### src/rtl/if_fetch.sv
// rtl/if_fetch.sv - instruction fetch PC register with redirect priority and AdEL tagging
//
// Purpose: holds the fetch PC. The first edge after reset is a boot edge that keeps
// PC_RESET. After that the PC follows exception entry, eret return, stall hold,
// taken branch/jump, or sequential +4, in that priority order.
// Optional feature: define IF_FETCH_CNT_EN to add the fetchCnt fetch counter output.
//
// Ports:
//    clk         in   1   sole clock, rising edge
//    reset       in   1   asynchronous active-low reset
//    ifStall     in   1   hold fetch (IF/ID also holding)
//    flush_Mem   in   1   exception/interrupt accepted in Mem -> EXC_ENTRY
//    eret_Mem    in   1   eret committing in Mem -> epc_Mem
//    epc_Mem     in  32   eret return address
//    npcSel_Id   in   1   branch/jump in Id taken
//    npc_Id      in  32   branch/jump target
//    isBj_Id     in   1   instruction in Id is a branch/jump
//    pc_If       out 32   current fetch PC (registered)
//    excCode_If  out  5   fetch exception code, 4 = AdEL (registered)
//    ifBd_If     out  1   current fetch sits in a delay slot
//    reset_If    out  1   first-fetch marker (high in BOOT)
//    fetchCnt    out 32   fetch counter (only with IF_FETCH_CNT_EN)
module if_fetch #(
   parameter logic [31:0] PC_RESET  = 32'h0000_3000,
   parameter logic [31:0] EXC_ENTRY = 32'h0000_4180,
   parameter logic [31:0] IM_BASE   = 32'h0000_3000,
   parameter logic [31:0] IM_LIMIT  = 32'h0000_6FFC
) (
   input  logic        clk,
   input  logic        reset,
   input  logic        ifStall,
   input  logic        flush_Mem,
   input  logic        eret_Mem,
   input  logic [31:0] epc_Mem,
   input  logic        npcSel_Id,
   input  logic [31:0] npc_Id,
   input  logic        isBj_Id,
   output logic [31:0] pc_If,
   output logic [4:0]  excCode_If,
   output logic        ifBd_If,
`ifdef IF_FETCH_CNT_EN
   output logic [31:0] fetchCnt,
`endif
   output logic        reset_If
);

   localparam logic [4:0] EXC_NONE = 5'd0;
   localparam logic [4:0] EXC_ADEL = 5'd4;

   typedef enum logic {BOOT = 1'b0, RUN = 1'b1} state_t;

   state_t      state_q, state_d;
   logic [31:0] pc_q, pc_d;
   logic [4:0]  exc_q, exc_d;

   function automatic logic adel(input logic [31:0] pc);
      adel = (pc[1:0] != 2'b00) || (pc < IM_BASE) || (pc > IM_LIMIT);
   endfunction

   always_comb begin
      state_d = state_q;
      pc_d    = pc_q;
      exc_d   = exc_q;
      if (state_q == BOOT) begin
         // Boot edge: the PC stays at PC_RESET so the first fetch is issued twice
         // (once marked with reset_If) and IF/ID can discard the marked copy.
         state_d = RUN;
         pc_d    = PC_RESET;
         exc_d   = adel(PC_RESET) ? EXC_ADEL : EXC_NONE;
      end else begin
         if (flush_Mem)      pc_d = EXC_ENTRY;
         else if (eret_Mem)  pc_d = epc_Mem;
         else if (ifStall)   pc_d = pc_q;
         else if (npcSel_Id) pc_d = npc_Id;
         else                pc_d = pc_q + 32'd4;
         // When holding, pc_d == pc_q so the code recomputes to the held value.
         exc_d = adel(pc_d) ? EXC_ADEL : EXC_NONE;
      end
   end

   always_ff @(posedge clk or negedge reset) begin
      if (!reset) begin
         state_q <= BOOT;
         pc_q    <= PC_RESET;
         exc_q   <= EXC_NONE;
      end else begin
         state_q <= state_d;
         pc_q    <= pc_d;
         exc_q   <= exc_d;
      end
   end

   assign pc_If      = pc_q;
   assign excCode_If = exc_q;
   assign reset_If   = (state_q == BOOT);
   assign ifBd_If    = isBj_Id & ~reset_If;

`ifdef IF_FETCH_CNT_EN
   logic [31:0] cnt_q, cnt_d;

   // Counts edges that actually fetch a new sequential/branch PC in RUN.
   always_comb begin
      cnt_d = cnt_q;
      if (state_q == RUN && !ifStall && !flush_Mem && !eret_Mem)
         cnt_d = cnt_q + 32'd1;
   end

   always_ff @(posedge clk or negedge reset) begin
      if (!reset) cnt_q <= 32'd0;
      else        cnt_q <= cnt_d;
   end

   assign fetchCnt = cnt_q;
`endif

endmodule

### config.mk
export PLATFORM = sky130hd
export DESIGN_NAME = if_fetch
export DESIGN_NICKNAME = d
export VERILOG_FILES = /design/src/rtl/if_fetch.sv
export SDC_FILE = /design/constraint.sdc
export NUM_CORES = 1
export LEC_CHECK = 0
export CAP_MARGIN = 20
export CORE_MARGIN = 3
export CORE_UTILIZATION = 30
export CTS_BUF_LIST = sky130_fd_sc_hd__clkbuf_16
export DETAILED_ROUTE_END_ITERATION = 6
export DONT_BUFFER_PORTS = 1
export PLACE_DENSITY = 0.53
export SLEW_MARGIN = 15
export SYNTH_ARGS = -nofsm -noshare
export SYNTH_HDL_FRONTEND = slang
export SYNTH_SLANG_ARGS = --single-unit
export TNS_END_PERCENT = 30
### constraint.sdc
create_clock -name clk -period 3.1 [get_ports clk]
set_clock_uncertainty 0.1 [all_clocks]
set_input_delay 0.31 -clock clk [delete_from_list [all_inputs] [get_ports clk]]
set_output_delay 0.31 -clock clk [all_outputs]
set_load 0.05 [all_outputs]
==> summary.txt <==
Logic synthesis
  – Part of the Yosys area used for sequential elements: 30.04%
  – Share of async-settable or async-resettable flops after synthesis: 100.0%
  – Number of enable flip-flop cells after synthesis: 0
  – Synth Flop Type: sky130_fd_sc_hd__dfrtp_1
  – Post-Synthesis Mean Instance Area: 7.554 µm²
  – Post-synthesis cell area: 2840 µm²
  – Cells after synthesis: 376
  – Unique masters post-synth: 65
  – Number of register bits inferred by synthesis: 34
  – Yosys Warn Count: 0

Floorplan
  – Vertical die dimension: 103.3 µm
  – Site Rows: 34
  – Starting density of the core: 31.64%
  – Core area: 8976 µm²
  – DIE AREA: 10670 µm²
  – Boundary pin count: 110
  – Die Wd: 103.3 µm

Power and ir drop
  – Clk network pwr share: 41.5%
  – Share of power burned in registers: 36.3%
  – Proportion of power drawn by combinational gates: 22.2%
  – Switching power summed over all nets: 448.6 µW
  – Pwr Total: 1.393 mW
  – Lkg Pwr: 1.300 nW
  – Switching fraction of total power: 32.20%
  – Total power per unit cell area: 409.7 nW/µm²
  – Maximum vdd ir drop: 0.2847 mV
  – Internal power component: 944.7 µW

Worst setup path
  – Endpoint kind of the worst setup timing path: flip-flop
  – Crit Path Category: flip-flop to flip-flop
  – R2R cell count: 7
  – Crit path max-delay cell type: sky130_fd_sc_hd__or4_4
  – Startpoint type of the worst setup path: flip-flop
  – Peak fanout along the critical path: 5
  – Cell breakdown of the critical path: nand4_2, or4_4, o31ai_1, a21oi_1, o21ai_0, or4b_1, o41a_1
  – Peak per-stage delay on the critical path: 600 ps
  – Data required time of the critical path: 3160 ps
  – Endpoint arrival time on the critical path: 3030 ps

Timing
  – PnR worst setup slack: 135.7 ps
  – Worst-Margin Slew: 866.3 ps
  – Final worst path period share: 95.62%
  – Clock period minus worst slack: 2964 ps
  – Final-report setup violation count: 0
  – Setup repair after global routing missed its margin: false
  – Upper clock frequency limit: 337.3 MHz
  – Sum of negative setup slack: 0 ps
  – Smallest hold slack: 26.42 ps
  – Headroom to the max-slew limit: 42.18%
  – Pins Over Slew Limit: 0
  – Number of hold-slack violations in the final timing report: 0

Routing
  – Post-route ant nets: 0
  – Post-detailed-route DRC marker count: 0
  – Total routed wirelength: 11470 µm
  – Ratio of routed vias to standard cells: 5.932
  – DRC marker count from the first detailed-route iteration: 231
  – Routed wire per std cell: 21.81 µm
  – Via count of the routed design: 3120
  – Initial DRT Pass Iterations: 5

Cells and area
  – Non-filler cells in the finished layout: 526
  – Filler cells: 961
  – Net count of the finished layout: 471
  – Final Core Density: 37.89%
  – Most common library cell in the layout ignoring fill and taps: sky130_fd_sc_hd__nor2_1
  – Highest-count cells in the layout ignoring fill and taps: sky130_fd_sc_hd__nor2_1, sky130_fd_sc_hd__buf_4, sky130_fd_sc_hd__nand2_1, sky130_fd_sc_hd__a21oi_1, sky130_fd_sc_hd__dfrtp_1
  – Final instance area: 3401 µm²
  – Fraction of layout instances using a drive strength above 1: 17.00%
  – Area Growth Syn to Fin: 19.74%
  – Diodes inserted: 0

CTS
  – Clock transition at path regs: 60 ps
  – CTS Buffer Depth: 2
  – Clock insertion delay at the later pin of the skew report: 280 ps
  – Master cell of the clock root buffer: sky130_fd_sc_hd__clkbuf_16
  – Clock tree from TritonCTS: built
  – Buffer count from post-CTS setup fixing: 0
  – Clock net sink count: 34
  – Number of clock buffers inserted by TritonCTS: 5
  – Number of H-tree branching levels: 2

Global route
  – Global-route wire length before repair: 17140 µm
  – Global-route layer with the greatest usage: met2
  – Number of global-route vias before repair: 2937
  – Met1 Use GR: 29.74%
  – Aggregate global-route resource usage: 21.04%
  – Number of antenna violations at the first check in global routing: 0
  – Overflow after GRT: 0
  – Global routing usage on met2: 32.07%
  – Largest net degree at the start of global routing: 44
  – Met3 GRT Util: 5.231%

Place
  – Placed wire-length estimate: 8444 µm
  – Total of buffers placed on input and output ports: 0
  – Final weighted congestion in routability-driven placement: 0.9259
  – Count of placed standard cells including taps: 514
  – Area of placed instances: 3184 µm²
  – Post-placement worst setup slack: 64.61 ps

Worst hold path
  – Class of the tightest hold or removal check: primary input to flip-flop
  – Number of cells on the worst hold path: 1

Status
  – Result of the run: complete, no violations

Flow run
  – Count of max-cap constraint violations: 0
[flip-flops by register name, summed over array words and instances, names as in the netlist]
signal and flops:
excCode_If 1, pc_If 32, state_q 1
[worst max-delay path, delay by kind of cell (launching register included)]
kind	cells	cell delay [ps]
and+or+nand+nor	3	1260
AOI/OAI and AO/OA	4	930
DFF	1	540
[power by group through the flow]
| stage | Sequential [mW] | Clock (mW) | Combinational [mW] |
|---|---|---|---|
| final | 0.505 | 0.579 | 0.309 |
| after global routing | 0.509 | 0.595 | 0.333 |
| after CTS | 0.505 | 0.579 | 0.308 |
| after detailed placement | 0.513 | 0 | 0.292 |
| after global placement | 0.512 | 0 | 0.291 |
| after floorplan | 0.575 | 0 | 0.171 |
[logic make-up after synthesis]
family	after synthesis	synth area share [%]
simple gates	168	30.70
compound gates	122	29.65
buf+inv	41	6.123
flops	34	30.04
mux	6	2.159
other cells	2	0.2644
xor+xnor	2	0.6169
fa+ha+maj	1	0.4405
[cell usage after synthesis (all sizes together) (3+ instances only)]
library cell | count | area (µm²)
a31oi | 6 | 37.54
o21ai | 19 | 95.09
a221oi | 4 | 35.03
nor3 | 9 | 45.04
o31a | 5 | 47.55
a211oi | 7 | 52.55
a22oi | 4 | 30.03
o21a | 6 | 45.04
or4 | 4 | 33.78
a211o | 4 | 35.03
a21oi | 33 | 165.2
dfrtp | 32 | 800.8
nor2 | 55 | 206.5
buf | 10 | 57.55
nand2 | 37 | 138.9
o221ai | 3 | 26.28
nor4 | 13 | 87.58
and2 | 9 | 56.30
o22ai | 8 | 50.05
nor2b | 3 | 18.77
o41ai | 3 | 45.05
nand4 | 13 | 117.6
inv | 8 | 30.03
mux2i | 5 | 50.05
nand3 | 10 | 50.05
o211ai | 3 | 22.52
and4 | 3 | 27.53
clkbuf | 20 | 75.07
clkinv | 3 | 11.26
[routing by layer]
layer | part of all wire (%) | up-vias
met5 | 0 | -
met4 | 1.9 | 0
met3 | 11 | 17
li1 | - | 1458
met1 | 43 | 1463
met2 | 45 | 182
[area by class of cell]
class	count	area, µm²	share of cell area, %
tap	126	157.7	4.636
inverter	11	41.29	1.214
sequential	34	855.8	25.17
timing repair buffer	43	340.3	10.01
clock inverter	3	40.04	1.177
multi-input combinational	304	1841	54.12
clock buffer	5	125.1	3.679
[path summary, 6_finish.rpt]
| kind | startpoint | to | slack (ps) |
|---|---|---|---|
| worst min register to register | pc_If[9] | pc_If[9] | 590 |
| worst max register to register | pc_If[13] | excCode_If[2] | 140 |
| worst max-delay path | pc_If[13] | excCode_If[2] | 140 |
| max in group asynchronous | reset | pc_If[13] | 2260 |
| min in group asynchronous | reset | pc_If[4] | 380 |
| worst min-delay path | flush_Mem | pc_If[13] | 30 |
[repair_timing]
action,in CTS,in global routing
setup endpoints to repair,0,1
endpoints found under the hold margin,35,0
gates resized for setup,0,1
hold buffers,3,0
No activity file was read; power rests on OpenSTA's default activity.
